### config.mk
export PLATFORM = sky130hd
export DESIGN_NAME = ibuf_fifo
export DESIGN_NICKNAME = d
export VERILOG_FILES = /design/src/rtl/ibuf_fifo.sv
export SDC_FILE = /design/constraint.sdc
export NUM_CORES = 1
export LEC_CHECK = 0
export BUFFER_PORTS_ARGS = -buffer_cell sky130_fd_sc_hd__buf_2
export CORE_UTILIZATION = 29
export DETAILED_ROUTE_END_ITERATION = 7
export SLEW_MARGIN = 20
export SYNTH_ARGS = -nofsm -noshare
export SYNTH_HDL_FRONTEND = slang
export SYNTH_SLANG_ARGS = --single-unit
### constraint.sdc
create_clock -name clk -period 5.3 [get_ports clk]
set_input_delay 1.06 -clock clk [delete_from_list [all_inputs] [get_ports clk]]
set_output_delay 1.06 -clock clk [all_outputs]
set_load 0.05 [all_outputs]
### src/rtl/ibuf_fifo.sv
// Router input buffer: DEPTH-entry FIFO of {route mask, payload}. The head entry
// multicasts requests to every routed direction and pops once all are served.
`ifndef PKT_W
`define PKT_W 32
`endif

module ibuf_fifo #(
    parameter int PYLD_W  = `PKT_W,
    parameter int NUM_DIR = 7,
    parameter int DEPTH   = 4,
    parameter int CNT_W   = $clog2(DEPTH + 1)
) (
    input  logic               clk,
    input  logic               rst_n,
    input  logic               ibuf_vld,
    output logic               ibuf_rdy,
    input  logic [NUM_DIR-1:0] route_req,
    input  logic [PYLD_W-1:0]  payload_i,
    output logic [NUM_DIR-1:0] arb_req,
    input  logic [NUM_DIR-1:0] arb_gnt,
    input  logic [NUM_DIR-1:0] obuf_rdy,
    output logic [PYLD_W-1:0]  payload_o,
    output logic [CNT_W-1:0]   occupancy,
    output logic               drop_pls
);

    localparam int PTR_W = $clog2(DEPTH);

    logic [NUM_DIR-1:0] route_mem [DEPTH];
    logic [PYLD_W-1:0]  pyld_mem  [DEPTH];

    logic [PTR_W-1:0]   wr_ptr;
    logic [PTR_W-1:0]   rd_ptr;
    logic [PTR_W-1:0]   rd_ptr_nxt;
    logic [NUM_DIR-1:0] head_pend;
    logic [NUM_DIR-1:0] clr;
    logic [NUM_DIR-1:0] pend_nxt;
    logic               head_vld;
    logic               push;
    logic               pop;

    always_comb begin
        head_vld   = (occupancy != '0);
        ibuf_rdy   = (occupancy != CNT_W'(DEPTH));
        push       = ibuf_vld & ibuf_rdy;
        clr        = arb_gnt & obuf_rdy & head_pend;
        pend_nxt   = head_pend & ~clr;
        pop        = head_vld & (pend_nxt == '0);
        rd_ptr_nxt = rd_ptr + PTR_W'(1);
        arb_req    = head_pend;
        payload_o  = head_vld ? pyld_mem[rd_ptr] : '0;
    end

    always_ff @(posedge clk) begin
        if (push) begin
            route_mem[wr_ptr] <= route_req;
            pyld_mem[wr_ptr]  <= payload_i;
        end
    end

    always_ff @(posedge clk or negedge rst_n) begin
        if (!rst_n) begin
            wr_ptr    <= '0;
            rd_ptr    <= '0;
            occupancy <= '0;
            head_pend <= '0;
            drop_pls  <= 1'b0;
        end else begin
            if (push)
                wr_ptr <= wr_ptr + PTR_W'(1);
            if (pop)
                rd_ptr <= rd_ptr_nxt;

            case ({push, pop})
                2'b10:   occupancy <= occupancy + CNT_W'(1);
                2'b01:   occupancy <= occupancy - CNT_W'(1);
                default: occupancy <= occupancy;
            endcase

            drop_pls <= pop && (route_mem[rd_ptr] == '0);

            // With a single stored entry the next head is the flit being pushed this
            // cycle, which is not yet in the memory, so take it straight from the input.
            if (pop) begin
                if (occupancy > CNT_W'(1))
                    head_pend <= route_mem[rd_ptr_nxt];
                else if (push)
                    head_pend <= route_req;
                else
                    head_pend <= '0;
            end else if (!head_vld) begin
                head_pend <= push ? route_req : '0;
            end else begin
                head_pend <= pend_nxt;
            end
        end
    end

endmodule

==> impl_results.md <==
- Result of the run: completed
- Number of hold buffers added after CTS: 0
- Root buffer cell: sky130_fd_sc_hd__clkbuf_16
- Required time at the worst-slack endpoint: 4.24 ns
- Number of pins exceeding their max-slew limit in the final report: 0
- ANT nets after route: 0
- Cell count after synthesis: between 300 and 400
- Clock Pin Slew Worst Setup and Hold Paths: 0.07 ns
- Proportion of register bits with asynchronous set or reset after synthesis: 0.0877
- Vias in the first global route: 3808
- Sequence of cells on the critical path: buf_4 -> mux4_2 -> and2_1 -> buf_2
- Most common library cell in the layout ignoring fill and taps: sky130_fd_sc_hd__edfxtp_1
- Upper clock frequency limit: 0.261 GHz
- Post-CTS setup buffer count: 0
- Final Wtd Congestion: 0.743
- Count of input and output buffers: 99
- Highest cell delay on the worst timing path: 0.91 ns
- Flops & latches, synth: 171
- Number of enable-type register cells in the synthesized netlist: 156
- TritonCTS buffer count: 17
- I/O pins: 100
- Vias post-DR: 3548
- Static leakage: 0.00293 uW
- Final Instance Area: between 8000 and 9000 um2
- Placed inst area: 7800 um2
- Number of core rows: 56
- Starting density of the core: 0.297
- Core Region: about 24000 um2
- Share of cells above drive strength 1: 0.380
- Layout Area Growth over Synthesis: 19.2%
- Buf/Inv on CP: 2
- Total GRT Usage: 0.119
- DRT Pass-1 Iters: 4
- Synth Net Count: 414
- Maximum net fanout on the critical path: 26
- Post-route total power: 5330 uW
- TNS Setup: 0 ns
- RSZ-0062 raised after global routing: no
- Kind of end point of the critical path: output port
- Ant. Diodes: 0
- Number of standard cells in the final layout excluding fillers: around 800
- Mean cell area of the mapped netlist: 20.0 um2
- Clock latency reported for the late side of the worst-skew pair: about 0.42 ns
- R2R cell count: 5
- Class of the tightest hold or removal check: in -> async
- Transition time of the tightest slew-check pin: 0.914 ns
- Violation count after the first detailed-routing iteration: between 200 and 250
- Worst endpoint data arrival time: 2.77 ns
- Die span in y: 157 um
- Total global routing overflow: 0
- Share of the core filled with cells in the final layout: 0.354
- Max cap viols: 0
- Sequential cell fraction of total power: 0.374
- Fraction of the yosys area taken by sequential cells: 0.724
- Number of cells in the design after placement: 756
- Switching power total: approximately 2200 uW
- Maximum number of pins on one net before global-route repair: 40
- CTS tree: built
- Fraction of the cycle the final worst path needs: 0.722
- CTS max path bufs: 2
- Highest-count cells in the layout ignoring fill and taps: sky130_fd_sc_hd__edfxtp_1, sky130_fd_sc_hd__buf_2, sky130_fd_sc_hd__and2_1
- Internal power consumption: 3140 uW
- Worst-path cell with the longest stage delay: sky130_fd_sc_hd__dfrtp_2
- Number of antenna violations at the first check in global routing: 0
- Worst setup skew after layout: around 0.0077 ns
- Launching element type of the critical path: register
- Yosys warnings: 0
- TritonCTS sink count: around 170
- WL/cell: 17.7 um
- Worst setup path category: reg -> out
- Combinational power share: 0.415
- Power density normalized to cell area: ~640 nW/um2
- Cell area after synthesis: 6990 um2
- Yosys cell types: 33
- Routed wire length: 13900 um
- Count of final setup violators: 0
- Clock share of power: 0.211
- Floorplan die area: between 20000 and 25000 um2
- Crit-path leading delay family: flip-flops
- Drc violations: 0
- Switching part of the total: 0.411
- Via count normalized by instance count: about 4.5
- Min Clock Period, post-route: ~3.8 ns
- HPWL reported at the end of detailed placement: between 8000 and 9000 um
- Total stage count of the critical path: 4
- Die extent in x: 157 um
- Peak ir drop on the vdd network: 0.274 mV
- PostCTS Resize Cnt: 0
- H-tree levels: 4
- Most instantiated flip-flop cell in the synthesis netlist: sky130_fd_sc_hd__edfxtp_1
- Slew HR: 0.391
- Hold Fails Final Rpt: 0
- Global-route wire length before repair: 21400 um
- Nets: approximately 520
==> state kept, by name, summed over array words and instances (netlist names) <==
signal / count
pyld_mem: 128
route_mem: 28
arb_req: 7
occupancy: 3
rd_ptr: 2
wr_ptr: 2
drop_pls: 1
==> per-layer routing <==
layer / up-vias / GRT usage / share of wire
li1: 1608 / - / -
met1: 1834 / 0.145 / 0.44
met2: 92 / 0.201 / 0.50
met3: 14 / 0.0322 / 0.044
met4: 0 / 0.0407 / 0.013
met5: - / 0 / 0
==> final timing paths <==
check / start / to / slack (ns)
hold reg to reg: occupancy[1] / occupancy[1] / 0.56
hold / removal: rst_n / occupancy[1] / 0.55
setup reg to reg: occupancy[0] / pyld_mem[2][0] / 2.54
min in group clk: occupancy[1] / occupancy[1] / 0.56
setup / recovery: rd_ptr[0] / payload_o[27] / 1.47
max in group asynchronous: rst_n / rd_ptr[1] / 4.47
==> through the flow <==
stage	worst slack (ns)	hold WS, ns
floorplan	2.37	0.579
global placement	1.83	0.530
detailed placement	1.80	0.550
finish	1.47	0.548
global route	1.23	0.557
CTS	1.32	0.536
==> synthesized netlist by cell type, types with 3 or more instances <==
master / count / share of area
sky130_fd_sc_hd__edfxtp_1: 156 / 0.67
sky130_fd_sc_hd__and2_1: 42 / 0.038
sky130_fd_sc_hd__mux4_2: 33 / 0.11
sky130_fd_sc_hd__dfrtp_1: 15 / 0.054
sky130_fd_sc_hd__mux2i_1: 13 / 0.019
sky130_fd_sc_hd__ha_1: 9 / 0.016
sky130_fd_sc_hd__a21boi_0: 7 / 0.0075
sky130_fd_sc_hd__buf_6: 7 / 0.011
sky130_fd_sc_hd__inv_1: 6 / 0.0032
sky130_fd_sc_hd__mux4_1: 6 / 0.023
sky130_fd_sc_hd__nor4_1: 6 / 0.0054
sky130_fd_sc_hd__o21ai_0: 6 / 0.0043
sky130_fd_sc_hd__xnor2_1: 5 / 0.0063
sky130_fd_sc_hd__a211oi_1: 4 / 0.0043
sky130_fd_sc_hd__buf_2: 4 / 0.0029
sky130_fd_sc_hd__nand2_1: 4 / 0.0021
sky130_fd_sc_hd__nor2_1: 4 / 0.0021
sky130_fd_sc_hd__clkbuf_1: 3 / 0.0016
==> kinds of logic (layout without fill, tap and decap cells) <==
logic type                 after synthesis  after routing  synth area share
and+or+nand+nor                         64             64            0.0589
AOI/OAI and AO/OA                       25             25            0.0244
muxes                                   52             52             0.148
DFF                                    171            171             0.724
adders and majority gates                9              9            0.0161
xor gates and xnor gates                 6              6           0.00752
buffers and inverters                   22            142            0.0211
==> power by group through the flow <==
stage	Combinational [uW]	Clock (uW)	Sequential (uW)
after floorplan	1750	0	2010
after global placement	2230	0	2020
after detailed placement	2250	0	2040
after CTS	2260	1150	2010
after global routing	2370	1200	2040
final	2210	1120	1990
==> area by class of cell <==
class	count	area [um2]
Sequential cell	171	5060
Timing Repair Buffer	104	533
Clock buffer	19	433
Tap cell	319	399
Fill cell	2278	15200
Multi-Input combinational cell	156	1790
Inverter	6	22.5
Clock inverter	13	93.8
No activity file was read; power rests on OpenSTA's default activity.
